==> src/rtl/trap_ctrl.sv <==
// trap_ctrl: trap / interrupt entry sequencer.
//   Arbitrates synchronous traps (illegal instruction, trap instruction) and
//   masked, level-sensitive external interrupts. A take walks IDLE -> ENTER -> HOLD.
//
// Ports
//   clk, rst       : clock, synchronous active-high reset
//   psr_in[15:0]   : current PSR, bit1 = IM (masks external interrupts)
//   illegal_insn   : decoder flags an illegal instruction
//   sw_trap        : decoder flags a trap instruction
//   rfi_in         : decoder requests return-from-interrupt
//   insn_boundary  : instruction boundary (pc_wen cycle)
//   irq[N_IRQ-1:0] : external interrupt levels
//   mask_wen/mask_wdata : interrupt enable mask write port
//   trap           : one-cycle trap-entry pulse (ENTER)
//   rfi            : one-cycle return pulse
//   stall          : freeze PC update / issue
//   cause[3:0]     : 0 none, 1 illegal, 2 sw_trap, 8+i irq[i]
//   irq_ack        : one-hot acknowledge of the interrupt taken (ENTER)
//   irq_mask       : current enable mask
module trap_ctrl #(
  parameter int N_IRQ = 4
) (
  input  logic             clk,
  input  logic             rst,
  input  logic [15:0]      psr_in,
  input  logic             illegal_insn,
  input  logic             sw_trap,
  input  logic             rfi_in,
  input  logic             insn_boundary,
  input  logic [N_IRQ-1:0] irq,
  input  logic             mask_wen,
  input  logic [N_IRQ-1:0] mask_wdata,
  output logic             trap,
  output logic             rfi,
  output logic             stall,
  output logic [3:0]       cause,
  output logic [N_IRQ-1:0] irq_ack,
  output logic [N_IRQ-1:0] irq_mask
);

  typedef enum logic [1:0] {S_IDLE, S_ENTER, S_HOLD} state_t;

  state_t           r_state;
  logic [3:0]       r_cause;
  logic [N_IRQ-1:0] r_mask;
  logic             r_rfi_shadow;

  logic             w_idle;
  logic [N_IRQ-1:0] w_pend;
  logic             w_take_sync;
  logic             w_take_irq;
  logic [3:0]       w_irq_cause;
  logic             w_rfi;
  logic             w_unused_psr;

  // Only IM matters; other PSR bits are deliberately ignored.
  assign w_unused_psr = ^{psr_in[15:2], psr_in[0]};

  assign w_idle      = (r_state == S_IDLE);
  assign w_pend      = irq & r_mask;
  assign w_take_sync = w_idle & (illegal_insn | sw_trap);
  // The rfi shadow keeps an interrupt from slipping in before the restored PSR lands.
  assign w_take_irq  = w_idle & insn_boundary & ~psr_in[1] & (|w_pend)
                     & ~r_rfi_shadow & ~w_take_sync;

  // Lowest-numbered pending line wins: scan downward so index 0 is written last.
  always_comb begin
    w_irq_cause = 4'd0;
    for (int i = N_IRQ - 1; i >= 0; i--)
      if (w_pend[i]) w_irq_cause = 4'(8 + i);
  end

  assign w_rfi = rfi_in & w_idle & ~w_take_sync & ~w_take_irq & ~rst;

  always_ff @(posedge clk) begin
    if (rst) begin
      r_state      <= S_IDLE;
      r_cause      <= 4'd0;
      r_mask       <= '0;
      r_rfi_shadow <= 1'b0;
    end else begin
      r_rfi_shadow <= w_rfi;
      if (mask_wen) r_mask <= mask_wdata;
      case (r_state)
        S_IDLE: begin
          if (w_take_sync) begin
            r_state <= S_ENTER;
            r_cause <= illegal_insn ? 4'd1 : 4'd2;
          end else if (w_take_irq) begin
            r_state <= S_ENTER;
            r_cause <= w_irq_cause;
          end
        end
        S_ENTER: r_state <= S_HOLD;
        S_HOLD:  r_state <= S_IDLE;
        default: r_state <= S_IDLE;
      endcase
    end
  end

  // Pulses are decoded from the state register; rst squelches them at once so
  // an aborted sequence never shows trap/ack in the reset cycle.
  assign trap  = (r_state == S_ENTER) & ~rst;
  assign rfi   = w_rfi;
  assign stall = ~w_idle | w_take_sync | w_take_irq;
  assign cause = r_cause;
  assign irq_mask = r_mask;

  for (genvar gi = 0; gi < N_IRQ; gi++) begin : g_ack
    localparam logic [3:0] C_IRQ = 4'(8 + gi);
    assign irq_ack[gi] = trap & (r_cause == C_IRQ);
  end

endmodule
==> config.mk <==
export PLATFORM = sky130hd
export DESIGN_NAME = trap_ctrl
export DESIGN_NICKNAME = d
export VERILOG_FILES = /design/src/rtl/trap_ctrl.sv
export SDC_FILE = /design/constraint.sdc
export NUM_CORES = 1
export LEC_CHECK = 0
export CAP_MARGIN = 0
export CORE_MARGIN = 4
export CORE_UTILIZATION = 31
export DETAILED_ROUTE_END_ITERATION = 8
export PLACE_DENSITY = 0.77
export REMOVE_ABC_BUFFERS = 1
export SETUP_SLACK_MARGIN = 0.3
export SLEW_MARGIN = 20
export SYNTH_ARGS = -nofsm -noshare
export SYNTH_HDL_FRONTEND = slang
export SYNTH_SLANG_ARGS = --single-unit
==> constraint.sdc <==
create_clock -name clk -period 1.5 [get_ports clk]
set_input_delay 0.3 -clock clk [delete_from_list [all_inputs] [get_ports clk]]
set_output_delay 0.3 -clock clk [all_outputs]
set_load 0.02 [all_outputs]
==> flow_metrics.py, run 1 <==
metrics = {
    "global_route": {
        "antenna_found_initial": 0,
        "grt_pass1_wl_um": 3090,
        "grt_pass1_vias": 714,
        "grt_usage_pct": 16.6,
        "grt-ovfl-total": 0,
        "grt_start_max_net_pins": 12,
    },
    "power_and_ir_drop": {
        "peakVddDrop_v": 0.000467,
        "p_int_uw": 544,
        "power.density_nw_per_um2": 693,
        "switching_share_pct": 29.7,
        "comb_power_share_pct": 37.4,
        "power_frac_clock_pct": 22.6,
        "p_leak_nw": 0.484,
        "power.net_switching_uw": 229,
        "p_seq_share_pct": 40.0,
    },
    "run_status": {
        "failed_checks": "negative setup slack",
        "status": "complete, but fails checks",
    },
    "sta": {
        "finalCriticalPeriod_ps": 1730,
        "fin_skew_ps": 5.81,
        "rsz0062_at_grt": "true",
        "timing.final.crit_share_pct": 115,
        "slew_viol_final": 0,
        "setup_ws_ps": -228,
        "hold_violations": 0,
        "setup_violations": 10,
        "max_freq_mhz": 579,
    },
    "logic_synthesis": {
        "synth.distinct_cells": 30,
        "ys_ff_latch": 10,
        "syn_avg_cell_area_sq_um": 10.1,
        "synth_edf_count": 0,
        "synthFlopType": "dfxtp_1",
        "async_reset_ff_share_pct": 0,
        "synth_area_sq_um": 558,
        "syn_inst": 55,
        "yosys_warnings": 0,
        "seq_area_frac_synth_pct": 35.9,
    },
    "finish": {
        "nNetsFinal": 142,
        "stdcell_area_sq_um": 1120,
        "area_growth_pct": 100,
        "finish.utilization_pct": 65.3,
        "diodes": 0,
        "drive_gt1_share_pct": 59.6,
        "fillerInstances": 129,
    },
    "routing": {
        "drt_wl_total_um": 1860,
        "drcViolationCount": 0,
        "wl_per_cell_um": 13.9,
        "drt_iter0_drc": 19,
        "ant_nets": 0,
        "first_pass_iters": 4,
        "via_count": 645,
        "viasPerCell": 4.81,
    },
    "critical_path": {
        "crit_end": "stall",
        "critPathKind": "flop to output pin",
        "arrival_ps": 1430,
        "reg2regPathDepth": 6,
        "cp.required_ps": 1200,
        "timing.rr.start": "r_state[1]$_SDFFE_PP0P_",
        "crit_path_start": "r_state[1]$_SDFFE_PP0P_",
        "crit_fanout": 3,
        "timing.rr.end": "cause[0]$_SDFFE_PP0P_",
        "r2r_setup_slack_ps": -80,
        "cp-end-kind": "output pin",
        "critPathLaunchType": "flop",
    },
    "placed_design": {
        "port_buffers": 29,
        "dpl_cell_area_sq_um": 1020,
        "hpwlAfterDp_um": 1380,
        "place.gp.congestion": 0.717,
    },
    "clock_tree": {
        "cts.sinks": 10,
        "ctsLongestPathBuffers": 2,
        "numCtsBuffers": 3,
        "clock_latency_ps": 260,
        "cts_root_buf": "clkbuf_4",
        "path_clk_slew_ps": 60,
        "tritoncts": "done",
        "holdBufCountCts": 0,
        "htree_levels": 1,
    },
    "die": {
        "core_area_sq_um": 1710,
        "die_area_sq_um": 2540,
        "rows": 15,
        "die_w_um": 50.4,
        "die_h_um": 50.4,
        "start_util_pct": 32.7,
        "pin_count": 46,
    },
    "run": {
        "drv_cap": 0,
    },
    "hold_path": {
        "worst_hold_path_type": "flop to flop",
        "min_from": "r_state[1]$_SDFFE_PP0P_",
    },
}
==> what timing repair did <==
item	CTS	global route
cloned	0	0
setup buffers	2	2
endpoints found under the setup margin	19	19
pin swaps	11	5
gates resized for setup	94	11
==> power groups by stage <==
| stage | Combinational [mW] | Clock [mW] | Sequential (mW) |
|---|---|---|---|
| detailed placement | 0.268 | 0 | 0.308 |
| global placement | 0.263 | 0 | 0.306 |
| floorplan | 0.0841 | 0 | 0.326 |
| global route | 0.309 | 0.194 | 0.311 |
| CTS | 0.274 | 0.187 | 0.307 |
| finish | 0.289 | 0.175 | 0.309 |
==> through the flow <==
| step | std cells | hold slack [ps] | setup slack, ps | power [mW] | setup TNS [ps] |
|---|---|---|---|---|---|
| 2_1_floorplan | 52 | 366 | -328 | 0.410 | -1150 |
| 3_3_place_gp | 127 | 575 | -883 | 0.568 | -5520 |
| 3_5_place_dp | 127 | 588 | -908 | 0.576 | -5910 |
| 4_1_cts | 132 | 590 | -260 | 0.768 | -909 |
| 5_1_grt | 134 | 614 | -303 | 0.814 | -1860 |
| 6_report | 134 | 602 | -228 | 0.773 | -985 |
==> cell usage in the layout, fill, tap and decap left out, types with 3 or more instances in the layout <==
cell	count
nor3b_2	4
dfxtp_4	4
dlygate4sd2_1	6
buf_6	9
clkbuf_4	3
buf_4	30
mux2i_1	4
dfxtp_1	4
nor2_1	6
clkdlybuf4s50_1	9
==> flip-flops by register name, summed over array words and instances (netlist names) <==
signal        flops
cause             3
r_state           2
r_rfi_shadow      1
irq_mask          4
==> per-layer routing <==
layer | share of wire [%] | global-route usage [%]
met1 | 37 | 15.7
met2 | 55 | 31.5
met3 | 5.3 | 3.86
met4 | 2.5 | 10.3
met5 | 0 | 0
==> worst max-delay path, stage by stage, from the launching register on <==
cell	delay (ps)
dfxtp_4	360
nor4_4	360
o211ai_4	140
nand3_4	80
buf_4	120
buf_6	110
==> worst min path at each step <==
stage                     slack [ps]  cells after the start                      end
after floorplan                  370                      1    cause[0]$_SDFFE_PP0P_
after global placement           580                      3    cause[3]$_SDFFE_PP0P_
after detailed placement         590                      3    cause[3]$_SDFFE_PP0P_
after CTS                        590                      3  r_state[0]$_SDFFE_PP0P_
after global routing             610                      2  r_state[1]$_SDFFE_PP0P_
final                            600                      2  r_state[1]$_SDFFE_PP0P_
==> layout make-up <==
class                           instances  area (sq um)  area share [%]
Inverter                                1          3.75           0.336
Multi-Input combinational cell         41           372            33.3
Clock buffer                            3          22.5            2.02
Timing Repair Buffer                   54           469            42.0
Tap cell                               25          31.3            2.80
Sequential cell                        10           218            19.5
==> cell families (layout without fill, tap and decap cells) <==
group / after synthesis / count (layout) / share of synthesized area (%)
other cells: 1 / 1 / 0.672
buf+inv: 4 / 58 / 3.36
flops: 10 / 10 / 35.9
compound gates: 12 / 12 / 21.5
mux: 4 / 4 / 7.18
simple gates: 24 / 24 / 31.4
==> cells in the mapped netlist (2+ instances only) <==
library cell | n | share of area [%]
dfxtp_1 | 10 | 36
nor2_1 | 6 | 4.0
mux2i_1 | 4 | 7.2
nand2_1 | 3 | 2.0
nor3b_1 | 3 | 4.0
nor3b_2 | 3 | 6.7
a21oi_1 | 2 | 1.8
nor3_1 | 2 | 1.8
Power figures use the tool's default switching activity.
==> inputs of run 2 (changes only) <==
--- a/config.mk
+++ b/config.mk
@@ -5,6 +5,7 @@
 export SDC_FILE = /design/constraint.sdc
 export NUM_CORES = 1
 export LEC_CHECK = 0
+export ABC_CLOCK_PERIOD_IN_PS = 1500
 export CAP_MARGIN = 0
 export CORE_MARGIN = 4
 export CORE_UTILIZATION = 31
==> results of run 2 <==
Final layout, timing and power as in run 1 (identical DEF).
